$ cat src/rtl/mem_port_arbiter.sv
// mem_port_arbiter: shares one single-port RAM between instruction fetch (read
// only) and the MEM stage (load/store). MEM normally wins contention; IF is
// forced through after STARVE_MAX consecutive contended losses. Read data comes
// back one cycle after the grant and is steered to whichever side owned it.
module mem_port_arbiter #(
  parameter int unsigned STARVE_MAX = 4
) (
  input  logic        clk,
  input  logic        reset,
  input  logic        if_req,
  input  logic [31:0] if_addr,
  output logic        if_gnt,
  output logic        if_rvalid,
  output logic [31:0] if_rdata,
  input  logic        mem_req,
  input  logic [31:0] mem_addr,
  input  logic [3:0]  mem_wen,
  input  logic [31:0] mem_wdata,
  output logic        mem_gnt,
  output logic        mem_done,
  output logic [31:0] mem_rdata,
  output logic        ram_en,
  output logic [31:0] ram_addr,
  output logic [3:0]  ram_wen,
  output logic [31:0] ram_wdata,
  input  logic [31:0] ram_rdata
);

  typedef enum logic [1:0] {
    RET_NONE   = 2'd0,
    RET_IF     = 2'd1,
    RET_MEM_LD = 2'd2,
    RET_MEM_ST = 2'd3
  } ret_owner_e;

  localparam logic [3:0] STARVE_LIM = 4'(STARVE_MAX);

  ret_owner_e ret_owner_q, ret_owner_d;
  logic [3:0] starve_q, starve_d;

  // Pick at most one winner; IF only beats MEM once its loss budget is spent.
  // Reset suppresses both grants so nothing reaches the RAM while held.
  always_comb begin
    if_gnt  = 1'b0;
    mem_gnt = 1'b0;
    if (!reset) begin
      if (if_req && (!mem_req || starve_q == STARVE_LIM)) if_gnt  = 1'b1;
      else if (mem_req)                                   mem_gnt = 1'b1;
    end
  end

  // Drive the RAM from the winning requester; idle cycles present all zeros.
  always_comb begin
    ram_en    = if_gnt | mem_gnt;
    ram_addr  = 32'h0;
    ram_wen   = 4'b0000;
    ram_wdata = 32'h0;
    if (mem_gnt) begin
      ram_addr  = mem_addr;
      ram_wen   = mem_wen;
      ram_wdata = mem_wdata;
    end else if (if_gnt) begin
      ram_addr  = if_addr;
    end
  end

  // Next-state: remember who owns next cycle's return, and count IF losses.
  always_comb begin
    ret_owner_d = RET_NONE;
    if (if_gnt)                         ret_owner_d = RET_IF;
    else if (mem_gnt && mem_wen == 4'b0) ret_owner_d = RET_MEM_LD;
    else if (mem_gnt)                   ret_owner_d = RET_MEM_ST;

    starve_d = starve_q;
    if (!if_req || if_gnt)                       starve_d = 4'd0;
    else if (mem_gnt && starve_q != STARVE_LIM)  starve_d = starve_q + 4'd1;
  end

  // State registers; reset drops any return that was in flight.
  always_ff @(posedge clk or posedge reset) begin
    if (reset) begin
      ret_owner_q <= RET_NONE;
      starve_q    <= 4'd0;
    end else begin
      ret_owner_q <= ret_owner_d;
      starve_q    <= starve_d;
    end
  end

  // Steer returning read data; stores complete without data.
  always_comb begin
    if_rvalid = (ret_owner_q == RET_IF);
    mem_done  = (ret_owner_q == RET_MEM_LD) || (ret_owner_q == RET_MEM_ST);
    if_rdata  = (ret_owner_q == RET_IF)     ? ram_rdata : 32'h0;
    mem_rdata = (ret_owner_q == RET_MEM_LD) ? ram_rdata : 32'h0;
  end

endmodule

$ cat config.mk
export PLATFORM = sky130hd
export DESIGN_NAME = mem_port_arbiter
export DESIGN_NICKNAME = d
export VERILOG_FILES = /design/src/rtl/mem_port_arbiter.sv
export SDC_FILE = /design/constraint.sdc
export NUM_CORES = 1
export LEC_CHECK = 0
export CAP_MARGIN = 0
export CORE_AREA = 2 2 107 109
export CTS_CLUSTER_DIAMETER = 30
export DETAILED_ROUTE_END_ITERATION = 8
export DIE_AREA = 0 0 109 111
export PLACE_DENSITY = 0.64
export SETUP_SLACK_MARGIN = 0.02
export SYNTH_ARGS = -nofsm -noshare
export SYNTH_HDL_FRONTEND = slang
export SYNTH_SLANG_ARGS = --single-unit
$ cat constraint.sdc
create_clock -name clk -period 1.99 [get_ports clk]
set_input_delay 0.199 -clock clk [delete_from_list [all_inputs] [get_ports clk]]
set_output_delay 0.199 -clock clk [all_outputs]
set_load 0.05 [all_outputs]
==> metrics.md <==
| Metric | Value |
|---|---|
| Worst setup margin | `-0.0796 ns` |
| Adder-Cell Fraction of Synth Area | `1.78%` |
| Worst vdd ir | `0.000213 V` |
| Failing checks | `negative setup slack` |
| Final Cell Area | `0.00636 mm^2` |
| Num ports | `273` |
| First-pass GRT wire length | `15200 um` |
| Root buf cell | `clkbuf_16` |
| Skew final | `0.00168 ns` |
| Mapped Cells | `189` |
| CP Cell Sequence | `inv_2 > ha_4 > and3b_2 > a21oi_4 > buf_12 > buf_16 > a22o_4 > buf_12` |
| Syn Nets | `327` |
| Crit path largest cell delay | `0.37 ns` |
| Core footprint | `0.0111 mm^2` |
| Largest family of logic cells by synthesized area | `simple AND/OR/NAND/NOR gates` |
| Clk Latency, worst-skew pair | `0.23 ns` |
| Finished Core Util | `57.4%` |
| Hpwl dp | `8080 um` |
| Total power | `2.18 mW` |
| Yosys reg bits | `6` |
| Die area | `0.0121 mm^2` |
| RSZ-0062 raised after global routing | `yes` |
| Vias post-DR | `2553` |
| Clock sink count | `6` |
| Fmax | `483 MHz` |
| Initial antenna violation count | `0` |
| CP arrival | `1.87 ns` |
| DIE HEIGHT | `111 um` |
| Post-synth top area share | `44.5%` |
| R2R depth | `7` |
| Post-Syn Area | `0.00141 mm^2` |
| GR Overflow Total | `0` |
| Status | `complete, but fails checks` |
| Sequential-to-total area share from yosys stat | `10.7%` |
| Rel. slew slack | `63.5%` |
| Post-synthesis simple-gate area fraction | `53.7%` |
| Synth cell types | `28` |
| Initial Utilization | `12.7%` |
| Inst Count DP | `595` |
| Share of layout cells above drive strength 1 | `51.2%` |
| Crit share post-route | `104%` |
| Via density | `4.16` |
| Post-synth top area cell | `and2_1` |
| Dpl cell area | `0.00571 mm^2` |
| Mean Syn Cell Area | `7.44 um^2` |
| Final #Nets | `611` |
| CTS tree | `built` |
| XOR/XNOR share of the synthesized area | `0%` |
| Slew Viols, Final | `0` |
| Final worst path period need | `2.07 ns` |
| Most frequent CP cell | `buf_12` |
| Drt pass-1 iters | `4` |
| # diodes | `0` |
| CTS buffer count | `3` |
| Total GRT Usage | `16.2%` |
| R2r endpoint | `starve_q[0]` |
| Slew @ Worst Pin | `0.546 ns` |
| DRC | `0` |
| Final wirelength | `10300 um` |
| Post-route non-filler standard cell count | `614` |
| Pwr Density | `342 mW/mm^2` |
| ANT nets after route | `0` |
| Max_cap viols | `0` |
| Crit Path Category | `flop to primary output` |
| CP max-delay cell | `dfrtp_1` |
| DP Worst Slack | `-0.0217 ns` |
| Die width | `109 um` |
| Layout area overhead | `352%` |
| Seq. cell area | `150 um^2` |
| Multi-input logic area | `0.00151 mm^2` |
| Setup violations, final | `70` |
| Clock H-tree levels | `1` |
| WL/cell | `16.8 um` |
| Iteration-0 DRC count of the detailed router | `108` |
| Post-CTS Hold Buffers | `0` |
| Vias in the first global route | `2658` |
| Top post-synthesis cells by area | `and2_1 (44%), a22o_1 (17%), dfrtp_1 (11%)` |
| Ys Warns | `0` |
| Max Root-Sink Buffers | `2` |
| Leak Pwr | `2.69 nW` |
| Row count | `39` |
| Worst Path Max Fanout | `9` |
| Port Buf Inserts | `272` |
| Hold Path Class | `input port to async pin` |
| Setup crit start kind | `flop` |
| Final-report hold violation count | `0` |
| Worst-path clk slew | `0.03 ns` |
| Reg-to-reg startpoint | `starve_q[0]` |
| Reg2reg setup slack | `0.37 ns` |
| Layout filler cell count | `864` |
| Multiplexer area fraction after synthesis | `0%` |
| GPL Wtd Cong | `0.795` |
| Pin count of the biggest net entering global routing | `34` |
| Synth Area in Compound Gates | `25.2%` |
| Critical path endpoint category | `primary output` |
| WP data required | `1.79 ns` |
## metal layers
metal / GRT usage (%) / part of all wire [%]
met5: 0 / 0
met1: 15.9 / 31
met2: 32.4 / 56
met4: 2.56 / 0.81
met3: 5.00 / 12
## layout make-up
class / count / share of cell area, %
inverter: 4 / 0.236
sequential: 6 / 2.36
multi-input combinational: 161 / 23.8
tap: 143 / 2.81
clock buffer: 3 / 1.18
timing repair buffer: 297 / 69.6
## worst max path at each step
stage	from	end	slack, ns	cells past startpoint
2_1_floorplan	starve_q[0]	ram_wdata[20]	0.03	6
3_3_place_gp	starve_q[1]	ram_wdata[8]	0.07	7
3_5_place_dp	starve_q[1]	ram_wen[0]	-0.02	7
4_1_cts	starve_q[1]	ram_addr[28]	-0.07	8
5_1_grt	starve_q[1]	ram_wen[1]	-0.13	8
6_report	starve_q[1]	ram_addr[13]	-0.08	8
## power by group
group	switching [mW]	internal [mW]
logic	0.794	0.920
clock network	0.0750	0.259
registers	0.00272	0.127
## cells in the mapped netlist (all sizes together)
master  count
or3         1
clkbuf     10
and4bb      1
a211oi      1
o21bai      1
nand4b      1
ha          2
buf         8
nand3       2
inv         4
or2         1
nor4        1
and2      100
dfrtp       6
a22o       32
a21oi       6
nand2       3
a31oi       1
nor2b       2
nand3b      1
nand2b      2
nand4       1
and3b       1
or4         1
## registers in the layout, summed over array words and instances, names as in the netlist
signal / flops
ret_owner_q: 2
starve_q: 4
## cell families (layout without fill, tap and decap cells)
| kind of cell | after synthesis | count (layout) |
|---|---|---|
| buffers and inverters | 22 | 304 |
| adders and majority gates | 2 | 2 |
| DFF | 6 | 6 |
| and+or+nand+nor | 118 | 118 |
| AOI/OAI and AO/OA | 41 | 41 |
## critical path, delay by kind of cell (launching register included)
family          cells  cell delay [ns]
buf+inv             4             0.52
simple gates        1             0.23
flops               1             0.37
compound gates      2             0.33
fa+ha+maj           1             0.15
## timing repair
| item | CTS | global route |
|---|---|---|
| endpoints found under the setup margin | 71 | 70 |
| resized for setup | 68 | 10 |
| pin swaps | 10 | 4 |
| gates cloned | 6 | 0 |
| buffers inserted | 7 | 3 |
## through the flow
stage | hold WS (ns) | setup TNS [ns]
floorplan | 0.121 | 0
finish | 0.406 | -4.17
global placement | 0.557 | 0
CTS | 0.404 | -3.19
global route | 0.454 | -7.53
detailed placement | 0.565 | -0.177
## placed cells by master (no fill, tap or decap), types with 2 or more instances in the layout
cell	count
nand2_1	3
a21oi_1	5
dfrtp_1	6
clkdlybuf4s50_1	136
inv_2	2
inv_1	2
nor2b_1	2
buf_4	16
a22o_4	31
and2_4	36
nand2b_1	2
nand3_1	2
buf_12	139
and2_1	64
clkbuf_16	3
buf_16	6
(Power assumes the default switching activity.)
